$ cat src/rtl/rrip_victim_ctrl_pkg.sv
// Shared definitions for the RRIP victim controller.
//   rrip_state_t  : controller FSM states (IDLE, SEARCH, AGE, RESP)
//   rrpv_distant  : the "distant re-reference" RRPV value for an M-bit RRPV
//   way_w         : way-number width for a given associativity (at least 1)
package rrip_victim_ctrl_pkg;

    typedef enum logic [1:0] {
        IDLE   = 2'd0,
        SEARCH = 2'd1,
        AGE    = 2'd2,
        RESP   = 2'd3
    } rrip_state_t;

    function automatic int rrpv_distant(input int m);
        return (1 << m) - 1;
    endfunction

    function automatic int way_w(input int assoc);
        return (assoc > 1) ? $clog2(assoc) : 1;
    endfunction

endpackage

$ cat src/rtl/rrip_victim_ctrl_way_scan.sv
// rrip_way_scan: combinational priority finder over one set's RRPVs.
//   rrpv  in  ASSOCIATIVITY x M  RRPV of every way in the set
//   found out 1                  at least one way holds DISTANT
//   way   out WAY_W              lowest-numbered way holding DISTANT (0 if none)
module rrip_way_scan
    import rrip_victim_ctrl_pkg::*;
#(
    parameter int ASSOCIATIVITY = 4,
    parameter int M             = 2,
    parameter int WAY_W         = 2
) (
    input  logic [ASSOCIATIVITY-1:0][M-1:0] rrpv,
    output logic                            found,
    output logic [WAY_W-1:0]                way
);

    localparam logic [M-1:0] DISTANT = M'(rrpv_distant(M));

    // Walk from the highest way down so the lowest matching way is the last
    // one written and therefore wins.
    always_comb begin
        found = 1'b0;
        way   = '0;
        for (int i = ASSOCIATIVITY - 1; i >= 0; i--) begin
            if (rrpv[i] == DISTANT) begin
                found = 1'b1;
                way   = WAY_W'(i);
            end
        end
    end

endmodule

$ cat src/rtl/rrip_victim_ctrl.sv
// rrip_victim_ctrl: per-set RRIP replacement controller.
// Owns the RRPV array, promotes a way to RRPV 0 on a hit, and on a miss finds
// (ageing the set as needed) a DISTANT way which it reinstalls with the
// SHiP-predicted RRPV.
//
// Ports:
//   clk, rst_n        clock, synchronous active-low reset
//   halt              pipeline stall: freezes state, array and outputs
//   req_valid/ready   request handshake (see below)
//   req_hit           1 = hit, 0 = miss
//   req_index         set index
//   req_hit_way       hitting way (meaningful only on a hit)
//   fill_rrpv         insertion RRPV for the victim (meaningful only on a miss)
//   resp_valid        one-cycle response strobe (held while halted)
//   resp_hit          response belongs to a hit
//   resp_way          promoted way (hit) or chosen victim (miss)
//   resp_index        set of the response
//   dbg_state         current FSM state
//
// Handshake: a request transfers on a rising edge where req_valid and
// req_ready are both high. req_ready is high only in IDLE without halt; the
// requester keeps its request stable until it transfers. Request fields are
// sampled only on the transfer edge.
module rrip_victim_ctrl
    import rrip_victim_ctrl_pkg::*;
#(
    parameter  int ASSOCIATIVITY = 4,
    parameter  int INDEX_WIDTH   = 5,
    parameter  int DEPTH         = 32,
    parameter  int M             = 2,
    localparam int WAY_W         = way_w(ASSOCIATIVITY)
) (
    input  logic                   clk,
    input  logic                   rst_n,
    input  logic                   halt,
    input  logic                   req_valid,
    output logic                   req_ready,
    input  logic                   req_hit,
    input  logic [INDEX_WIDTH-1:0] req_index,
    input  logic [WAY_W-1:0]       req_hit_way,
    input  logic [M-1:0]           fill_rrpv,
    output logic                   resp_valid,
    output logic                   resp_hit,
    output logic [WAY_W-1:0]       resp_way,
    output logic [INDEX_WIDTH-1:0] resp_index,
    output rrip_state_t            dbg_state
);

    localparam logic [M-1:0] DISTANT = M'(rrpv_distant(M));

    rrip_state_t            state_q;
    logic [INDEX_WIDTH-1:0] lat_index;
    logic [M-1:0]           lat_fill;
    logic [M-1:0]           rrpv_q [ASSOCIATIVITY][DEPTH];

    logic [ASSOCIATIVITY-1:0][M-1:0] set_rrpv;
    logic                            scan_found;
    logic [WAY_W-1:0]                scan_way;

    assign req_ready = (state_q == IDLE) && !halt;
    assign dbg_state = state_q;

    // The scanner always looks at the set latched by the in-flight miss.
    always_comb begin
        set_rrpv = '0;
        for (int w = 0; w < ASSOCIATIVITY; w++) begin
            set_rrpv[w] = rrpv_q[w][lat_index];
        end
    end

    rrip_way_scan #(
        .ASSOCIATIVITY(ASSOCIATIVITY),
        .M            (M),
        .WAY_W        (WAY_W)
    ) u_scan (
        .rrpv (set_rrpv),
        .found(scan_found),
        .way  (scan_way)
    );

    always_ff @(posedge clk) begin
        if (!rst_n) begin
            state_q    <= IDLE;
            lat_index  <= '0;
            lat_fill   <= '0;
            resp_valid <= 1'b0;
            resp_hit   <= 1'b0;
            resp_way   <= '0;
            resp_index <= '0;
            for (int w = 0; w < ASSOCIATIVITY; w++) begin
                for (int s = 0; s < DEPTH; s++) begin
                    rrpv_q[w][s] <= DISTANT;
                end
            end
        end else if (!halt) begin
            resp_valid <= 1'b0;
            case (state_q)
                IDLE: begin
                    // req_ready is implied here: IDLE and not halted.
                    if (req_valid) begin
                        lat_index <= req_index;
                        lat_fill  <= fill_rrpv;
                        if (req_hit) begin
                            rrpv_q[req_hit_way][req_index] <= '0;
                            resp_valid <= 1'b1;
                            resp_hit   <= 1'b1;
                            resp_way   <= req_hit_way;
                            resp_index <= req_index;
                            state_q    <= RESP;
                        end else begin
                            state_q <= SEARCH;
                        end
                    end
                end
                SEARCH: begin
                    if (scan_found) begin
                        rrpv_q[scan_way][lat_index] <= lat_fill;
                        resp_valid <= 1'b1;
                        resp_hit   <= 1'b0;
                        resp_way   <= scan_way;
                        resp_index <= lat_index;
                        state_q    <= RESP;
                    end else begin
                        state_q <= AGE;
                    end
                end
                AGE: begin
                    // Only entered when no way is DISTANT, so +1 cannot wrap.
                    for (int w = 0; w < ASSOCIATIVITY; w++) begin
                        rrpv_q[w][lat_index] <= rrpv_q[w][lat_index] + M'(1);
                    end
                    state_q <= SEARCH;
                end
                RESP: begin
                    state_q <= IDLE;
                end
                default: begin
                    state_q <= IDLE;
                end
            endcase
        end
    end

endmodule
$ cat config.mk
export PLATFORM = sky130hd
export DESIGN_NAME = rrip_victim_ctrl
export DESIGN_NICKNAME = d
export VERILOG_FILES = /design/src/rtl/rrip_victim_ctrl_pkg.sv /design/src/rtl/rrip_victim_ctrl_way_scan.sv /design/src/rtl/rrip_victim_ctrl.sv
export SDC_FILE = /design/constraint.sdc
export NUM_CORES = 1
export LEC_CHECK = 0
export CAP_MARGIN = 10
export CORE_ASPECT_RATIO = 0.7
export CORE_UTILIZATION = 44
export CTS_CLUSTER_DIAMETER = 30
export DETAILED_ROUTE_END_ITERATION = 8
export GPL_ROUTABILITY_DRIVEN = 0
export SLEW_MARGIN = 40
export SYNTH_ARGS = -nofsm -noshare
export SYNTH_HDL_FRONTEND = slang
export SYNTH_SLANG_ARGS = --single-unit
$ cat constraint.sdc
create_clock -name clk -period 5.6 [get_ports clk]
set_input_delay 0.84 -clock clk [delete_from_list [all_inputs] [get_ports clk]]
set_output_delay 0.84 -clock clk [all_outputs]
set_load 0.005 [all_outputs]
== Yosys cells after proc, flatten, opt, wreduce, memory -nomap -nowiden ==
Memory sizes are Yosys's and may differ from the RTL's.
Cells that the tools add are included.

* Memories kept: 1
* RAM bits: 256
* Input bits: 14
* Output and inout port bits: 12
* Register bits: 18
* Logic and storage cells: 615

{| class="wikitable"
|+ Memories
! name !! depth !! width !! read ports !! clocked after Yosys merged registers in !! wr ports !! RTL line !! source
|-
| rrpv_q || 4 || 64 || 4 || 0 || 4 || rrip_victim_ctrl.sv:54 || <nowiki>logic [M-1:0] rrpv_q [ASSOCIATIVITY][DEPTH];</nowiki>
|}

* Muxes and demuxes: 319
* Eq/ne operators: 10
* Add/sub/neg operators: 4
* Reductions and logical operators: 11
* Bitwise gates (word level): 259
* $lt $le $gt $ge: 4

{| class="wikitable"
|+ Operator list
! operator !! number
|-
| $mux W64 || 7
|-
| $mux W1 || 277
|-
| $or A1 B1 Y1 || 256
|-
| $reduce_or A64 Y1 || 2
|-
| $mux W2 || 21
|-
| $bmux W2 S5 || 4
|-
| $demux W2 S5 || 2
|-
| $mux W5 || 3
|-
| $eq A2 B2 Y1 const B || 6
|-
| $ge A6 B6 Y1 const B || 2
|-
| $lt A6 B1 Y1 const B || 2
|-
| $not A5 Y6 || 2
|-
| $pmux W5 S2 || 1
|-
| $add A2 B1 Y2 const B || 4
|-
| $pmux W2 S4 || 1
|-
| $ne A2 B2 Y1 const B || 3
|-
| $reduce_and A5 Y1 || 1
|-
| $pmux W1 S2 || 2
|-
| $pmux W2 S2 || 1
|-
| $logic_and A1 B1 Y1 || 3
|-
| $reduce_and A3 Y1 || 1
|-
| $eq A2 B1 Y1 const B || 1
|-
| $logic_not A2 Y1 || 1
|-
| $reduce_and A2 Y1 || 1
|-
| 3 further kinds || 3
|}

== Logic depth before layout (Yosys ltp) ==
* Word-level depth: 16
* Depth in mapped cells: 16
* Gate-level depth less buffers: 10

== By module ==
A second synthesis with hierarchy kept.

* Cell total of the unflattened synthesis: 1432
* Area total of the unflattened synthesis: 15237.1 um^2

{| class="wikitable"
|+ By module, submodules not included
! module !! times used !! cells an instance !! area an instance (um^2)
|-
| rrip_victim_ctrl || 1 || 1425 || 15189.6
|-
| rrip_way_scan || 1 || 7 || 47.5
|}

== Worst setup path after synthesis ==
No wires, ideal clock.

* Kind: register to register
* Start: register lat_index[0]
* End: memory rrpv_q[1][10] (netlist bit), data pin
* Stages on the path, launching flop included: 15
* Required time: 5.333 ns
* Period minus slack after synthesis: 4.073 ns
* Library setup time: 0.267 ns
* Path buffers: 5
* Data arrival time: 3.806 ns
* Slack: 1.527 ns
* Cells stage by stage: dfxtp_1 -> buf_2 -> buf_2 -> buf_2 -> buf_2 -> mux4_2 -> a22oi_1 -> nand4_1 -> ha_1 -> nor4_4 -> nor2_2 -> o31a_1 -> a21oi_1 -> clkbuf_1 -> a21oi_1

{| class="wikitable"
|+ RTL lines
! item !! RTL line !! source
|-
| start, declared || rrip_victim_ctrl.sv:52 || <nowiki>logic [INDEX_WIDTH-1:0] lat_index;</nowiki>
|-
| start signal, assigned || rrip_victim_ctrl.sv:101 || <nowiki>lat_index <= req_index;</nowiki>
|-
| end, declared || rrip_victim_ctrl.sv:54 ||
|}

==> results.cfg <==
[detailed_routing]
firstDrtPassIters = 6
wl_per_cell_um = 31.8
drc = 0
drtAntennaViolNets = 0
vias = 13100
vias_per_cell = 7.18
wl_um = 58200
drt_first_iter_violations = 2543

[logic_synthesis]
async_flop_share = 0
synth-main-ff-cell = edfxtp_1
syn_nets = 1364
synth_largest_area_cell = edfxtp_1
synth.distinct_cells = 55
yosysSeqAreaShare = 0.546
synth_warnings = 0
synthTopCellsByArea = edfxtp_1 52%, o21ai_0 8.0%, a21oi_1 6.5%
netlist.area_leader.share = 0.522
avgSynthCellArea_um2 = 10.9
synth_area_um2 = 14700
ys_ff_latch = 274
synth_edf_count = 256
postSynthCellCount = 1346

[cts]
post_cts_buffers = 0
cts_tree = done
clk_latency_ns = 0.57
post_cts_resized = 0
ctsHoldBuffers = 0
htreeDepth = 2
cts_root_buf = clkbuf_16
clock_sinks = 274
clkSlewWorstSetupHoldPaths_ns = 0.05
cts_buffers = 48
max-clock-path-buffers = 3

[global_route]
grt_use_met2 = 0.465
use_met1 = 0.506
grt_max_degree = 49
grt_pass1_wl_um = 83400
grt_pass1_vias = 12100
top_usage_layer = met1
antenna_found_initial = 0
grtUsageTotal = 0.340
grt_overflow_total = 0
grt_use_met3 = 0.114

[pwr]
ir_drop_mv = 0.232
power_density_nw_per_um2 = 342
leakagePower_nw = 4.99

[cells_and_area]
final-seq-area_um2 = 8060
drive_gt1_frac = 0.169
antennaDiodeCount = 0
multi_input_area_um2 = 6230
fill_cells = 2838
area_growth_pct = 17.8
final_nets = 1384
instances_no_fill = 1829

[place]
hpwl_um = 41000
pre_cts_ws_ns = 0.643
post-place-cells = 1741
port_buffers = 25

[job]
drv_cap = 0

[floorplan]
dieArea_um2 = 34200
core_um2 = 32600
start_util = 0.452
die-width_um = 221
ioPinCount = 26
fp.dieH_um = 155
placement_rows = 55

[timing]
rsz0062_at_grt = false
relSlewSlack = 0.382
final.setup.tns_ns = 0
finalWorstSetupSlack_ns = 0.396
setup_violations = 0
worst_pin_slew_ns = 0.924
finalCriticalPeriod_ns = 5.20
fmax_mhz = 192
drv_slew = 0
skew_ns = 0.0153
hold_viol = 0
min_period_over_period = 0.929

[critical_path]
slowest_stage = dfxtp_4
path_max_fanout = 38
endpoint_kind = register
path_cells = buf_12, mux2i_1, o22ai_1, nor4_2, nand2_1, ha_1, nor4_4, nor2_2, o31a_1, buf_4, o21ai_0
arrival_ns = 5.40
worst_setup_path_start_kind = register
worst_ep_required_time_ns = 5.80
path_class = register to register
max_stage_delay_ns = 0.84

[hold_path]
hold_path.class = register to register

[status]
status = finished, final reports clean
==> layout by cell type (no fill, tap or decap), types with 25 or more instances in the layout <==
| master | n |
|---|---|
| edfxtp_1 | 256 |
| o21ai_0 | 235 |
| a21oi_1 | 186 |
| mux2i_1 | 76 |
| buf_4 | 72 |
| nor2_1 | 70 |
| o22ai_1 | 64 |
| clkbuf_16 | 51 |
| a22oi_1 | 49 |
| mux4_2 | 32 |
| nand4_1 | 31 |
| clkdlybuf4s50_1 | 25 |
==> critical path: cells and delay by family (launching register included) <==
kind	cells	cell delay, ns
simple gates	4	1.39
flops	1	0.84
mux	1	0.57
buf+inv	2	0.58
compound gates	3	1.03
fa+ha+maj	1	0.38
==> stage by stage <==
step | instance area [um^2] | utilization | hold slack (ns) | power, W
2_1_floorplan | 14700 | - | 0.481 | 0.00275
3_3_place_gp | 15600 | 0.479 | 0.480 | 0.00299
3_5_place_dp | 15700 | 0.482 | 0.485 | 0.00301
4_1_cts | 17300 | 0.531 | 0.497 | 0.00590
5_1_grt | 17400 | 0.532 | 0.543 | 0.00605
6_report | 17400 | 0.532 | 0.497 | 0.00593
==> per-layer routing <==
layer / vias up / share of wire / wire [um]
met5: - / 0 / 0
met4: 0 / 0.029 / 1670
met3: 145 / 0.16 / 9470
met2: 1190 / 0.41 / 23700
met1: 6411 / 0.40 / 23300
li1: 5394 / - / -
==> cells in the mapped netlist, types with 7 or more instances <==
library cell,count
mux2i_1,76
clkbuf_1,89
buf_2,43
nand2_1,24
a211oi_1,7
o21ai_1,23
mux4_2,32
a22oi_1,49
nor2_1,74
o22ai_1,64
nor3_1,11
nand3_1,12
dfxtp_1,18
a21oi_1,192
edfxtp_1,256
nor4_1,8
a31oi_1,9
o21ai_0,235
nand4_1,31
==> sequential cells by signal, summed over array words and instances, names as in the netlist <==
name and flops:
resp_hit 1, rrpv_q 256, lat_fill 2, resp_index 5
lat_index 5, resp_way 2, dbg_state 2, resp_valid 1
==> layout make-up <==
class	instances	share of cell area
well taps	427	0.0308
flip-flops and latches	274	0.464
multi-input cells	931	0.359
repair buffers	106	0.0532
clock buffers	62	0.0776
inverters	5	0.00108
clock inverters	24	0.0144
==> final timing paths <==
path	start	slack, ns	cells past startpoint	end
hold reg to reg	resp_valid	0.50	2	resp_valid
setup reg to reg	lat_index[1]	0.40	11	rrpv_q[1][2]
hold / removal	resp_valid	0.50	2	resp_valid
setup / recovery	lat_index[1]	0.40	11	rrpv_q[1][2]
==> cells by family after synthesis <==
family / count (synthesis) / share of synthesized area
adder cells (fa/ha/maj): 4 / 0.00340
AO/OA/AOI/OAI: 594 / 0.222
multiplexers: 108 / 0.101
flip-flops: 274 / 0.546
buffers and inverters: 141 / 0.0396
AND/OR/NAND/NOR: 225 / 0.0885
==> report_power, final <==
group,switching [W],leakage [nW],internal [W],total (W)
combinational,0.000427,1.90,0.000186,0.000613
sequential,0.0000621,2.30,0.00233,0.00239
clock,0.00105,0.792,0.00188,0.00293
No activity file was read; power rests on OpenSTA's default activity.
